$ cat config.mk
export PLATFORM = sky130hd
export DESIGN_NAME = seg7_capture_encoder
export DESIGN_NICKNAME = d
export VERILOG_FILES = /design/src/rtl/seg7_pkg.sv /design/src/rtl/seg7_pattern_encoder.sv /design/src/rtl/seg7_capture_encoder.sv
export SDC_FILE = /design/constraint.sdc
export NUM_CORES = 1
export LEC_CHECK = 0
export CAP_MARGIN = 20
export CORE_ASPECT_RATIO = 1.5
export CORE_MARGIN = 5
export CORE_UTILIZATION = 43
export CTS_CLUSTER_DIAMETER = 30
export DETAILED_ROUTE_END_ITERATION = 12
export PLACE_DENSITY_LB_ADDON = 0.3
export SLEW_MARGIN = 20
export SYNTH_ARGS = -nofsm -noshare
export SYNTH_HDL_FRONTEND = slang
export SYNTH_HIERARCHICAL = 1
export SYNTH_SLANG_ARGS = --single-unit
$ cat constraint.sdc
create_clock -name clk -period 1.9 [get_ports clk]
set_input_delay 0.19 -clock clk [delete_from_list [all_inputs] [get_ports clk]]
set_output_delay 0.19 -clock clk [all_outputs]
set_load 0.05 [all_outputs]
$ cat src/rtl/seg7_pkg.sv
// seg7_pkg: segment-pattern constants and FSM state type shared by the
// seven-segment capture encoder and its pattern encoder.
package seg7_pkg;
    typedef enum logic [0:0] {COLLECT = 1'b0, HOLD = 1'b1} state_t;
    localparam logic [6:0] SEG_0 = 7'h40;
    localparam logic [6:0] SEG_1 = 7'h79;
    localparam logic [6:0] SEG_2 = 7'h24;
    localparam logic [6:0] SEG_3 = 7'h30;
    localparam logic [6:0] SEG_4 = 7'h19;
    localparam logic [6:0] SEG_5 = 7'h12;
    localparam logic [6:0] SEG_6 = 7'h02;
    localparam logic [6:0] SEG_7 = 7'h78;
    localparam logic [6:0] SEG_8 = 7'h00;
    localparam logic [6:0] SEG_9 = 7'h10;
    localparam logic [6:0] SEG_A = 7'h08;
    localparam logic [6:0] SEG_B = 7'h03;
    localparam logic [6:0] SEG_C = 7'h46;
    localparam logic [6:0] SEG_D = 7'h21;
    localparam logic [6:0] SEG_E = 7'h06;
    localparam logic [6:0] SEG_F = 7'h0E;
    localparam logic [6:0] SEG_BLANK = 7'h7F;
    // Indexed by the hex value the pattern displays.
    localparam logic [15:0][6:0] SEG_TABLE = {SEG_F, SEG_E, SEG_D, SEG_C, SEG_B, SEG_A, SEG_9, SEG_8,
                                              SEG_7, SEG_6, SEG_5, SEG_4, SEG_3, SEG_2, SEG_1, SEG_0};
endpackage

$ cat src/rtl/seg7_pattern_encoder.sv
// seg7_pattern_encoder: maps an active-low 7-segment pattern back to its hex nibble.
module seg7_pattern_encoder
    import seg7_pkg::*;
(
    input  logic [6:0] seg_i,
    output logic       valid_o,
    output logic [3:0] nibble_o
);
    always_comb begin
        valid_o = 1'b0;
        nibble_o = 4'h0;
        for (int i = 0; i < 16; i++) begin
            if (seg_i == SEG_TABLE[i]) begin
                valid_o = 1'b1;
                nibble_o = 4'(i);
            end
        end
    end
endmodule

$ cat src/rtl/seg7_capture_encoder.sv
// seg7_capture_encoder: collects NUM_DIGITS segment patterns into a hex word,
// flags unrecognised patterns and holds the word until the consumer takes it.
module seg7_capture_encoder
    import seg7_pkg::*;
#(
    parameter int NUM_DIGITS = 4
) (
    input  logic                    clk,
    input  logic                    reset,
    input  logic [6:0]              seg_in,
    input  logic                    seg_valid,
    output logic                    seg_ready,
    output logic [4*NUM_DIGITS-1:0] word_out,
    output logic                    word_valid,
    input  logic                    word_ready,
    output logic [NUM_DIGITS-1:0]   err_mask,
    output logic                    err_any,
    output logic [7:0]              bad_count
);
    localparam int IW = NUM_DIGITS > 1 ? $clog2(NUM_DIGITS) : 1;
    localparam int WW = 4 * NUM_DIGITS;
    logic                  ok;
    logic [3:0]            nib;
    logic                  accept;
    logic                  last;
    state_t                state_q, state_d;
    logic [IW-1:0]         idx_q, idx_d;
    logic [WW-1:0]         word_q, word_d;
    logic [NUM_DIGITS-1:0] mask_q, mask_d;
    logic [7:0]            bad_q, bad_d;

    seg7_pattern_encoder u_enc (
        .seg_i   (seg_in),
        .valid_o (ok),
        .nibble_o(nib)
    );

    assign seg_ready  = state_q == COLLECT;
    assign word_valid = state_q == HOLD;
    assign word_out   = word_q;
    assign err_mask   = mask_q;
    assign err_any    = |mask_q;
    assign bad_count  = bad_q;
    assign accept     = seg_valid && seg_ready;
    assign last       = idx_q == IW'(NUM_DIGITS - 1);

    // First-accepted digit ends up in the top nibble after NUM_DIGITS shifts.
    always_comb begin
        state_d = state_q;
        idx_d = idx_q;
        word_d = word_q;
        mask_d = mask_q;
        bad_d = bad_q;
        if (accept) begin
            word_d = (word_q << 4) | WW'(nib);
            mask_d = (mask_q << 1) | NUM_DIGITS'(!ok);
            bad_d = (!ok && bad_q != 8'hFF) ? bad_q + 8'd1 : bad_q;
            idx_d = last ? '0 : idx_q + 1'b1;
            state_d = last ? HOLD : COLLECT;
        end else if (word_valid && word_ready) begin
            state_d = COLLECT;
            idx_d = '0;
            mask_d = '0;
        end
    end

    always_ff @(posedge clk) begin
        if (reset) begin
            state_q <= COLLECT;
            idx_q <= '0;
            word_q <= '0;
            mask_q <= '0;
            bad_q <= '0;
        end else begin
            state_q <= state_d;
            idx_q <= idx_d;
            word_q <= word_d;
            mask_q <= mask_d;
            bad_q <= bad_d;
        end
    end
endmodule

# After elaboration in Yosys (flattened, before gate mapping)
# Index checks and enable logic that the tools add are counted.
word_totals:
  regBits: 31
  inputBits: 11
  output_inout_bits: 31
  word_cells: 74
classes:
  add_sub_neg: 2
  eq_ne: 17
  mux: 39
  n_bitwise: 3
  n_reduce_logical: 8
op_table:
  columns: ["operator", "n"]
  rows:
  - ["two-way mux 4 bit", 10]
  - ["== test 7 bit (second input constant)", 4]
  - ["== test 7 x 5 -> 1 bit (second input constant)", 3]
  - ["== test 7 x 6 -> 1 bit (second input constant)", 3]
  - ["two-way mux 1 bit", 20]
  - ["bitwise OR 16 x 4 -> 16 bit", 1]
  - ["== test 7 x 2 -> 1 bit (second input constant)", 2]
  - ["== test 7 x 4 -> 1 bit (second input constant)", 2]
  - ["two-way mux 3 bit", 4]
  - ["two-way mux 2 bit", 5]
  - ["adder 8 x 1 -> 8 bit (second input constant)", 1]
  - ["inequality test 8 bit (second input constant)", 1]
  - ["== test 7 x 3 -> 1 bit (second input constant)", 1]
  - ["zero test 7 bit", 1]
  - ["bitwise OR 4 x 1 -> 4 bit", 1]
  - ["OR reduction 4 bit", 1]
  - ["logical AND 1 bit", 3]
  - ["adder 2 x 1 -> 2 bit (second input constant)", 1]
  - ["== test 2 bit (second input constant)", 1]
  - ["AND reduction 2 bit", 1]
  - ["nonzero test 2 bit", 1]
  - ["zero test 1 bit", 1]
  - ["NOT 1 bit", 1]

# Logic depth before layout (Yosys ltp)
# Gate-level depths: netlist of run 1.
logic_depth:
  word_depth: 20
  depth_mapped: 10
  ltp_nobuf: 9

# Cells and area by module
# Netlist of run 1, hierarchy kept.
by_module_without_submodules:
  columns: ["mod", "n_inst", "cells_per_inst", "area_per_inst_um2", "seq_area_each_um2"]
  rows:
  - ["seg7_capture_encoder", 1, 155, 1272.5, 620.6]
  - ["seg7_pattern_encoder", 1, 51, 340.3, 0.0]

# Worst setup path after synthesis of run 1
# OpenSTA, ideal clock, no wires.
synth_path:
  path_type: "input port to flip-flop"
  startpoint: "input seg_in[1]"
  endpoint: "register bad_q[5], in the netlist bad_count[5]"
  setup_time_ns: 0.071
  arrival_ns: 2.018
  required_ns: 1.829
  setup_slack_ns: -0.188
  stages: 10
  n_path_buf: 1
  cell_sequence: "buf_4 > nor2b_4 > nand4b_2 > nand2_2 > a311oi_2 > nand4_1 > nor2b_1 > nand4_2 > or4_1 > a21oi_1"
synth_via:
  elab_chain_len: 20
  elab_cells_between_ends: 35
  cone_classes: "15 x eq/ne; 16 x mux; 4 x reduce/logical"
synth_lines:
  columns: ["item", "line", "text"]
  rows:
  - ["start: declaration", "seg7_capture_encoder.sv:10", "input logic [6:0] seg_in,"]
  - ["== test 7 bit", "seg7_pattern_encoder.sv:13", "if (seg_i == SEG_TABLE[i]) begin"]
  - ["two-way mux 1 bit (15 in a row)", "seg7_pattern_encoder.sv:13", null]
  - ["two-way mux 1 bit *", "seg7_pattern_encoder.sv:13", null]
  - ["via ok", "seg7_capture_encoder.sv:22", "logic ok;"]
  - ["zero test 1 bit *", "seg7_capture_encoder.sv:57", "bad_d = (!ok && bad_q != 8'hFF) ? bad_q + 8'd1 : bad_q;"]
  - ["logical AND 1 bit *", "seg7_capture_encoder.sv:57", null]
  - ["AND reduction 2 bit (no line) *", null, null]
  - ["end signal: assignment", "seg7_capture_encoder.sv:73", "bad_q <= '0;"]
  - ["end signal: assignment", "seg7_capture_encoder.sv:79", "bad_q <= bad_d;"]
  - ["end: declaration", "seg7_capture_encoder.sv:30", "logic [7:0] bad_q, bad_d;"]
# The timed path passes the listed nets; every way through them passes the cells marked *.
# A chain may end at the register's enable or synchronous reset.

# Worst setup path in the final report of run 1
layout_path:
  startpoint: "input seg_in[3]"
  endpoint: "register bad_q[5], in the netlist bad_count[5]"
# Same word-level chain as after synthesis.

==> impl_summary.txt, run 1 <==
----------------------------------------------------
[Worst setup path]
  Critical path, cell by cell ... buf_4 -> buf_4 -> and3_2 -> mux2_2 -> nand3_2 -> nand4_1 -> nor2b_1 -> nand4_2 -> or4_4 -> a21oi_2
  Depth of the worst register-to-register path ... 5
  Arrival @ worst endpoint ... 2.07 ns
  Category of the most critical setup path ... in -> reg
  Cell with the largest stage delay on the worst path ... sky130_fd_sc_hd__or4_4
  Most used cell, CP ... sky130_fd_sc_hd__buf_4
  Kind of cell adding the most delay to the critical path ... simple AND/OR/NAND/NOR gates
  Logic depth of the worst setup path including buffers ... 10
  Crit path launch type ... input port
  Maximum fanout count along the critical path ... 6
  CP Buf/Inv Count ... 2
  Slowest stage delay, CP ... 0.54 ns
  Nature of the critical path endpoint ... register
  Critical path required time ... 2.12 ns

[Place]
  Port Buffer Count ... 41
  DP Wirelength ... about 3200 um
  Weighted congestion at the end of routability-driven global placement ... 0.913

[Synthesis]
  Post-synthesis cell type count ... 44
  Share of the yosys chip area belonging to registers ... between 30% and 40%
  Mapped cell area ... 0.00161 sq mm
  Number of nets produced by synthesis ... around 220
  Synth Warn # ... 6
  Cell count after synthesis ... approximately 210
  Number of synthesized register bits ... 31
  Post-synthesis average cell area ... approximately 8 sq um

[Clock network]
  Clock transition at the registers of the reported paths ... 0.07 ns
  CTS tree ... built
  Hold buffer count at cts ... 0
  Number of buffers on the longest clock path ... 2
  CTS HTree Levels ... 2
  Number of clock sinks ... 31
  Clk_lat worst skew ... 0.28 ns
  Total CTS buffers ... 5
  Cell at the root of the clock tree ... sky130_fd_sc_hd__clkbuf_8

[Run status]
  Result of the run ... complete, no violations

[Pwr]
  Relative contribution of sequential cells to total power ... 41.5%
  Total power divided by cell area ... approximately 680 mW/mm^2
  Fraction of power spent switching nets ... 25.6%
  LEAKAGE ... 0.926 nW
  Peak supply drop ... about 0.72 mV
  Logic pwr share ... 17.8%
  Clock share of power ... just over 40%
  Switching component of the power ... ~0.42 mW
  Internal power ... around 1.2 mW

[Global route]
  Aggregate global-route resource usage ... 17.1%
  Wire length of the first global-routing pass ... 6840 um
  Overflow after GRT ... 0
  Largest net degree at the start of global routing ... 32
  Number of global-route vias before repair ... 1574
  Number of antenna violations at the first check in global routing ... 0

[Routing]
  DR vias ... 1695
  Average wire per cell in the routed design ... about 13 um
  DRC violation count after routing ... 0
  Detailed Route Iter0 Violations ... 54
  Vias per inst ... ~5.3
  Final WL ... 4230 um
  First drt pass iteration count ... 4
  Number of nets with antenna violations after detailed routing ... 0

[Floorplan]
  Area of the die ... 0.00510 sq mm
  Row cnt ... 27
  Initial Util ... 44.2%
  Boundary Pins ... between 40 and 50
  Die X ... 60.0 um
  Vert. Die Dim ... 85.0 um
  Core Box Area ... 0.00365 sq mm

[Timing]
  Fin Setup TNS ... 0 ns
  Count of pins over their slew limit ... 0
  Fin. Hold Viols ... 0
  Tcrit/Tclk final ... between 90% and 100%
  Final number of setup-violating endpoints ... 0
  Shortest clock period the worst path allows after layout ... 1.86 ns
  RSZ-0062 raised after global routing ... yes
  Achievable clock frequency ... 538 MHz
  Measured slew at the worst slew-check pin ... 0.512 ns
  Largest clock skew in the final design ... between 0.006 and 0.007 ns
  Worst max-slew margin expressed relative to the limit ... between 60 and 70%

[Hold path]
  Number of stages on the worst hold path ... 5
  Min-delay worst type ... in -> reg

[Job]
  Max cap viols ... 0

[Layout]
  NumNets Final ... 286
  Area added between synthesis and finish ... 48.6%
  Leading cell type in the layout, fill and taps excluded ... sky130_fd_sc_hd__nand2_1
  Commonest cells after routing, fill and taps aside ... 43 x sky130_fd_sc_hd__nand2_1, 33 x sky130_fd_sc_hd__buf_4, 32 x sky130_fd_sc_hd__clkdlybuf4s50_1, 31 x sky130_fd_sc_hd__dfxtp_1, 24 x sky130_fd_sc_hd__a21oi_1
  Post-layout util ... 65.7%
  Layout cells sized above 1 ... 25.5%
  Number of inserted filler cells in the final layout ... 325
  Antenna diode count ... 0
  Combined flip-flop and latch cell area ... 621 sq um
  Area of the multi-input gates ... 928 sq um

----------------------------------------------------
[final cells by class]
| cell class | instances | area share, % |
|---|---|---|
| multi-input cells | 157 | 38.7 |
| repair buffers | 74 | 27.6 |
| flip-flops and latches | 31 | 25.9 |
| clock buffers | 6 | 3.45 |
| well taps | 43 | 2.25 |
| clock inverters | 2 | 1.46 |
| inverters | 4 | 0.627 |
[layer usage]
metal  part of all wire (%)  track usage (%)  vias up
li1                       -                -      858
met1                     38             17.5      790
met2                     55             30.7       36
met3                    4.2             3.65       11
met4                    2.8             9.07        0
met5                      0                0        -
[timing repair]
action | CTS | global route
pin swaps | 7 | 7
resized for setup | 27 | 22
endpoints found under the setup margin | 8 | 6
setup buffers | 1 | 1
[synth_stat cells]
cell,number,area [sq um]
sky130_fd_sc_hd__dfxtp_1,31,621
sky130_fd_sc_hd__nor2_1,17,63.8
sky130_fd_sc_hd__mux2i_1,4,40.0
sky130_fd_sc_hd__or3b_1,1,8.76
sky130_fd_sc_hd__xor2_1,1,8.76
sky130_fd_sc_hd__clkbuf_1,3,11.3
sky130_fd_sc_hd__nand2b_1,3,18.8
sky130_fd_sc_hd__inv_1,4,15.0
sky130_fd_sc_hd__ha_1,2,25.0
sky130_fd_sc_hd__nor2b_4,3,41.3
sky130_fd_sc_hd__or4_1,2,15.0
sky130_fd_sc_hd__nand4_2,1,12.5
sky130_fd_sc_hd__and3_2,1,7.51
sky130_fd_sc_hd__o22a_1,2,17.5
sky130_fd_sc_hd__o21ai_1,3,15.0
sky130_fd_sc_hd__a31oi_1,1,6.26
sky130_fd_sc_hd__a211oi_1,2,15.0
sky130_fd_sc_hd__buf_1,2,7.51
sky130_fd_sc_hd__o21ai_0,4,20.0
sky130_fd_sc_hd__nand3_1,4,20.0
sky130_fd_sc_hd__mux2_2,1,11.3
sky130_fd_sc_hd__nand4_1,5,31.3
sky130_fd_sc_hd__buf_6,1,11.3
sky130_fd_sc_hd__o31ai_1,2,15.0
sky130_fd_sc_hd__o22a_2,1,10.0
sky130_fd_sc_hd__buf_4,3,22.5
sky130_fd_sc_hd__nor4_1,1,6.26
sky130_fd_sc_hd__o41ai_1,1,8.76
sky130_fd_sc_hd__nand3b_1,2,15.0
sky130_fd_sc_hd__o21ba_2,1,10.0
sky130_fd_sc_hd__a22oi_1,2,15.0
sky130_fd_sc_hd__a21oi_1,25,125
sky130_fd_sc_hd__nor3b_2,1,12.5
sky130_fd_sc_hd__nor3_1,12,60.1
sky130_fd_sc_hd__or3_1,2,12.5
sky130_fd_sc_hd__a311oi_2,1,15.0
sky130_fd_sc_hd__and3_1,1,6.26
sky130_fd_sc_hd__nand2_2,1,6.26
sky130_fd_sc_hd__a21oi_2,1,8.76
sky130_fd_sc_hd__buf_2,5,25.0
sky130_fd_sc_hd__o31ai_2,1,12.5
sky130_fd_sc_hd__nand4b_2,1,15.0
sky130_fd_sc_hd__nand2_1,43,161
sky130_fd_sc_hd__nor2b_1,1,6.26
[sequential cells by signal, summed over array words and instances (netlist names)]
signal and count:
idx_q 2, bad_count 8, word_valid 1, word_out 16, err_mask 4
[worst paths after layout]
check	from	endpoint	slack, ns
max reg2reg	bad_count[1]	bad_count[1]	0.28
min	seg_in[5]	word_out[1]	0.36
max	seg_in[3]	bad_count[5]	0.04
min reg2reg	word_out[13]	word_out[13]	0.46
[power groups by stage]
stage               Sequential (mW)  Combinational, mW  Clock (mW)
floorplan                     0.735              0.127           0
global placement              0.695              0.280           0
detailed placement            0.695              0.282           0
CTS                           0.681              0.280       0.676
global route                  0.683              0.313       0.702
finish                        0.680              0.291       0.666
[cells by family (layout without fill, tap and decap cells)]
logic type,count (synthesis),count (layout),share of synthesized area (%)
flip-flops,31,31,38.5
AO/OA/AOI/OAI,47,47,18.2
multiplexers,5,5,3.18
adder cells (fa/ha/maj),2,2,1.55
buffers and inverters,18,86,5.74
XOR/XNOR,1,1,0.543
AND/OR/NAND/NOR,102,102,32.3
[worst register-to-register path, stage by stage (launching register included)]
cell and delay [ns]:
sky130_fd_sc_hd__dfxtp_1 0.39, sky130_fd_sc_hd__ha_1 0.23, sky130_fd_sc_hd__nand2_1 0.15, sky130_fd_sc_hd__o31ai_1 0.44
sky130_fd_sc_hd__mux2i_1 0.24, sky130_fd_sc_hd__nor2_1 0.05
[stage by stage]
stage	instance area, sq um	hold slack, ns	setup slack, ns	std cells	power (mW)
2_1_floorplan	1630	0.269	-0.159	206	0.862
3_3_place_gp	2230	0.442	-0.718	307	0.975
3_5_place_dp	2230	0.449	-0.760	307	0.977
4_1_cts	2330	0.408	0.0113	316	1.64
5_1_grt	2400	0.389	-0.0678	317	1.70
6_report	2400	0.364	0.0428	317	1.64
No activity file was read; power rests on OpenSTA's default activity.
==> run 2, diff against run 1 <==
--- a/config.mk
+++ b/config.mk
@@ -10,3 +10,4 @@
 export CORE_MARGIN = 5
-export CORE_UTILIZATION = 43
+export CORE_UTILIZATION = 45
+export CTS_BUF_LIST = sky130_fd_sc_hd__clkbuf_2
 export CTS_CLUSTER_DIAMETER = 30
--- a/constraint.sdc
+++ b/constraint.sdc
@@ -3,2 +3,2 @@
 set_output_delay 0.19 -clock clk [all_outputs]
-set_load 0.05 [all_outputs]
+set_load 0.005 [all_outputs]
==> run 2 against run 1 <==
Compared with the run above:
- count of clock-buffer cells in the layout stayed put
- maximum frequency increased by 3.7%
- register-to-register slack about the same
- sequential share of layout area grew 1.6 points
- critical path depth stayed put
- largest power group unchanged
==> impl_summary.txt, run 2 (synthesis gave the netlist of run 1 again) <==
----------------------------------------------------
[Floorplan]
  Boundary Pins ... 42
  Initial Util ... 46.8%
  Die X ... 58.9 um
  Vert. Die Dim ... 83.3 um
  Row cnt ... 26
  Core Box Area ... 0.00345 sq mm
  Area of the die ... 0.00491 sq mm

[Clock network]
  Total CTS buffers ... 5
  Hold buffer count at cts ... 0
  CTS HTree Levels ... 2
  Number of buffers on the longest clock path ... 2
  Number of clock sinks ... 31
  CTS tree ... built
  Clk_lat worst skew ... 0.34 ns
  Clock transition at the registers of the reported paths ... 0.14 ns
  Cell at the root of the clock tree ... sky130_fd_sc_hd__clkbuf_2

[Timing]
  Shortest clock period the worst path allows after layout ... 1.79 ns
  Fin. Hold Viols ... 0
  Count of pins over their slew limit ... 0
  Smallest setup slack after layout ... 0.109 ns
  Achievable clock frequency ... roughly 560 MHz
  Measured slew at the worst slew-check pin ... approximately 0.43 ns
  Worst max-slew margin expressed relative to the limit ... 71.1%
  Final number of setup-violating endpoints ... 0
  Largest clock skew in the final design ... 0.00330 ns
  Tcrit/Tclk final ... 94.3%

[Routing]
  Detailed Route Iter0 Violations ... slightly below 50
  First drt pass iteration count ... 4
  Final WL ... 4200 um
  Average wire per cell in the routed design ... around 13 um
  DR vias ... 1709
  Vias per inst ... 5.48
  Number of nets with antenna violations after detailed routing ... 0
  DRC violation count after routing ... 0

[Global route]
  Aggregate global-route resource usage ... 17.5%
  Largest net degree at the start of global routing ... 32
  Wire length of the first global-routing pass ... around 6900 um
  Number of antenna violations at the first check in global routing ... 0
  Number of global-route vias before repair ... 1622
  Overflow after GRT ... 0

[Layout]
  Flip-flop count of the largest register after layout ... 16
  Commonest cells after routing, fill and taps aside ... 43 x sky130_fd_sc_hd__nand2_1, 33 x sky130_fd_sc_hd__clkdlybuf4s50_1, 30 x sky130_fd_sc_hd__dfxtp_1, 30 x sky130_fd_sc_hd__buf_4, 25 x sky130_fd_sc_hd__a21oi_1
  Number of non-filler instances in the completed layout ... 312
  Area added between synthesis and finish ... 40.0%
  Leading cell type in the layout, fill and taps excluded ... sky130_fd_sc_hd__nand2_1
  Antenna diode count ... 0
  Layout cells sized above 1 ... 22.6%
  NumNets Final ... ~280

[Pwr]
  LEAKAGE ... 0.878 nW
  Total design power ... 1.19 mW
  Relative contribution of sequential cells to total power ... between 50% and 60%
  Total power divided by cell area ... 528 mW/mm^2
  Peak supply drop ... 0.347 mV
  Fraction of power spent switching nets ... 27.1%
  Clock share of power ... 23.9%
  Switching component of the power ... approximately 0.32 mW
  Internal power ... 0.869 mW
  Logic pwr share ... 18.9%

[Hold path]
  Min-delay worst type ... in -> reg
  End of the worst hold path ... word_out[1]
  Number of stages on the worst hold path ... 5
  Hold_sp ... seg_in[6]

[Worst setup path]
  Depth of the worst register-to-register path ... 5
  R2R setup slack ... 0.29 ns
  Critical path required time ... 2.19 ns
  Category of the most critical setup path ... in -> reg
  Reg-to-Reg Start ... bad_count[0]
  Nature of the critical path endpoint ... register
  Crit path launch type ... input port
  Maximum fanout count along the critical path ... 6
  Arrival @ worst endpoint ... 2.08 ns
  Reg2reg end ... bad_count[1]

[Place]
  DP Wirelength ... 3090 um
  Count of placed standard cells including taps ... 303
  Pre-CTS setup slack ... -0.729 ns
  Port Buffer Count ... between 40 and 50
  Weighted congestion at the end of routability-driven global placement ... 0.885

[Run status]
  Result of the run ... complete, no violations

[Job]
  Max cap viols ... 0

----------------------------------------------------
## run 2: changes by cell type in the layout (fill, tap and decap cells not counted), sizes merged
cell and change:
buf -6, clkbuf +2, dlymetal6s2s +1, clkdlybuf4s50 +1, clkinv -1, bufinv -1
## run 2: how the worst max path moves through the flow
stage                           start            to  slack [ns]  cells after the start
after floorplan             seg_in[1]  bad_count[5]       -0.12                      9
after global placement      seg_in[5]  bad_count[5]       -0.69                     10
after detailed placement    seg_in[5]  bad_count[5]       -0.73                     10
after CTS                 err_mask[3]       err_any       0.002                      2
after global routing        seg_in[5]  bad_count[5]       -0.01                     10
final                       seg_in[5]  bad_count[5]        0.11                     10
## run 2: critical path: stages
cell and delay, ns:
sky130_fd_sc_hd__buf_6 0.11, sky130_fd_sc_hd__nor2b_4 0.13, sky130_fd_sc_hd__nand4_1 0.14, sky130_fd_sc_hd__a21oi_2 0.09, sky130_fd_sc_hd__o31ai_2 0.26, sky130_fd_sc_hd__nand4_1 0.22, sky130_fd_sc_hd__nor2b_1 0.20, sky130_fd_sc_hd__nand4_2 0.12
sky130_fd_sc_hd__or4_1 0.48, sky130_fd_sc_hd__a21oi_1 0.15
## run 2: stage by stage
| stage | util, % | setup TNS (ns) | instance area [sq um] | hold slack, ns |
|---|---|---|---|---|
| after floorplan | - | -0.128 | 1630 | 0.269 |
| after global placement | 64.2 | -4.87 | 2210 | 0.441 |
| after detailed placement | 64.2 | -5.06 | 2210 | 0.447 |
| after CTS | 65.7 | 0 | 2260 | 0.381 |
| after global routing | 65.5 | -0.0146 | 2260 | 0.258 |
| final | 65.5 | 0 | 2260 | 0.256 |
## run 2: layout make-up
cell class,instances,area [sq um]
tap,42,52.6
sequential,31,622
multi-input combinational,157,910
inverter,4,15.0
clock buffer,6,30.0
fill,330,1190
timing repair buffer,72,629
## run 2: power groups by stage
stage | Sequential, mW | Clock, mW | Combinational [mW]
6_report | 0.682 | 0.285 | 0.226
5_1_grt | 0.685 | 0.325 | 0.248
4_1_cts | 0.681 | 0.299 | 0.226
3_5_place_dp | 0.696 | 0 | 0.224
3_3_place_gp | 0.696 | 0 | 0.222
2_1_floorplan | 0.693 | 0 | 0.117
## run 2: what timing repair did
action                                 4_1_cts  5_1_grt
setup endpoints to repair                    8        9
buffers inserted                             2        1
pin swaps                                    5       10
resized for setup                           19       19
endpoints found under the hold margin        0        0
## run 2: layer usage
layer	GRT usage (%)	vias to the layer above	share of wire [%]
met5	0	-	0
met4	9.90	0	3.3
met3	3.88	14	4.4
met2	32.9	52	57
met1	16.3	794	35
li1	-	849	-
==> run 3, diff against run 2 <==
CAP_MARGIN = 0   (was 20)
==> results of run 3 <==
Final layout, timing and power as in run 2 (identical DEF).
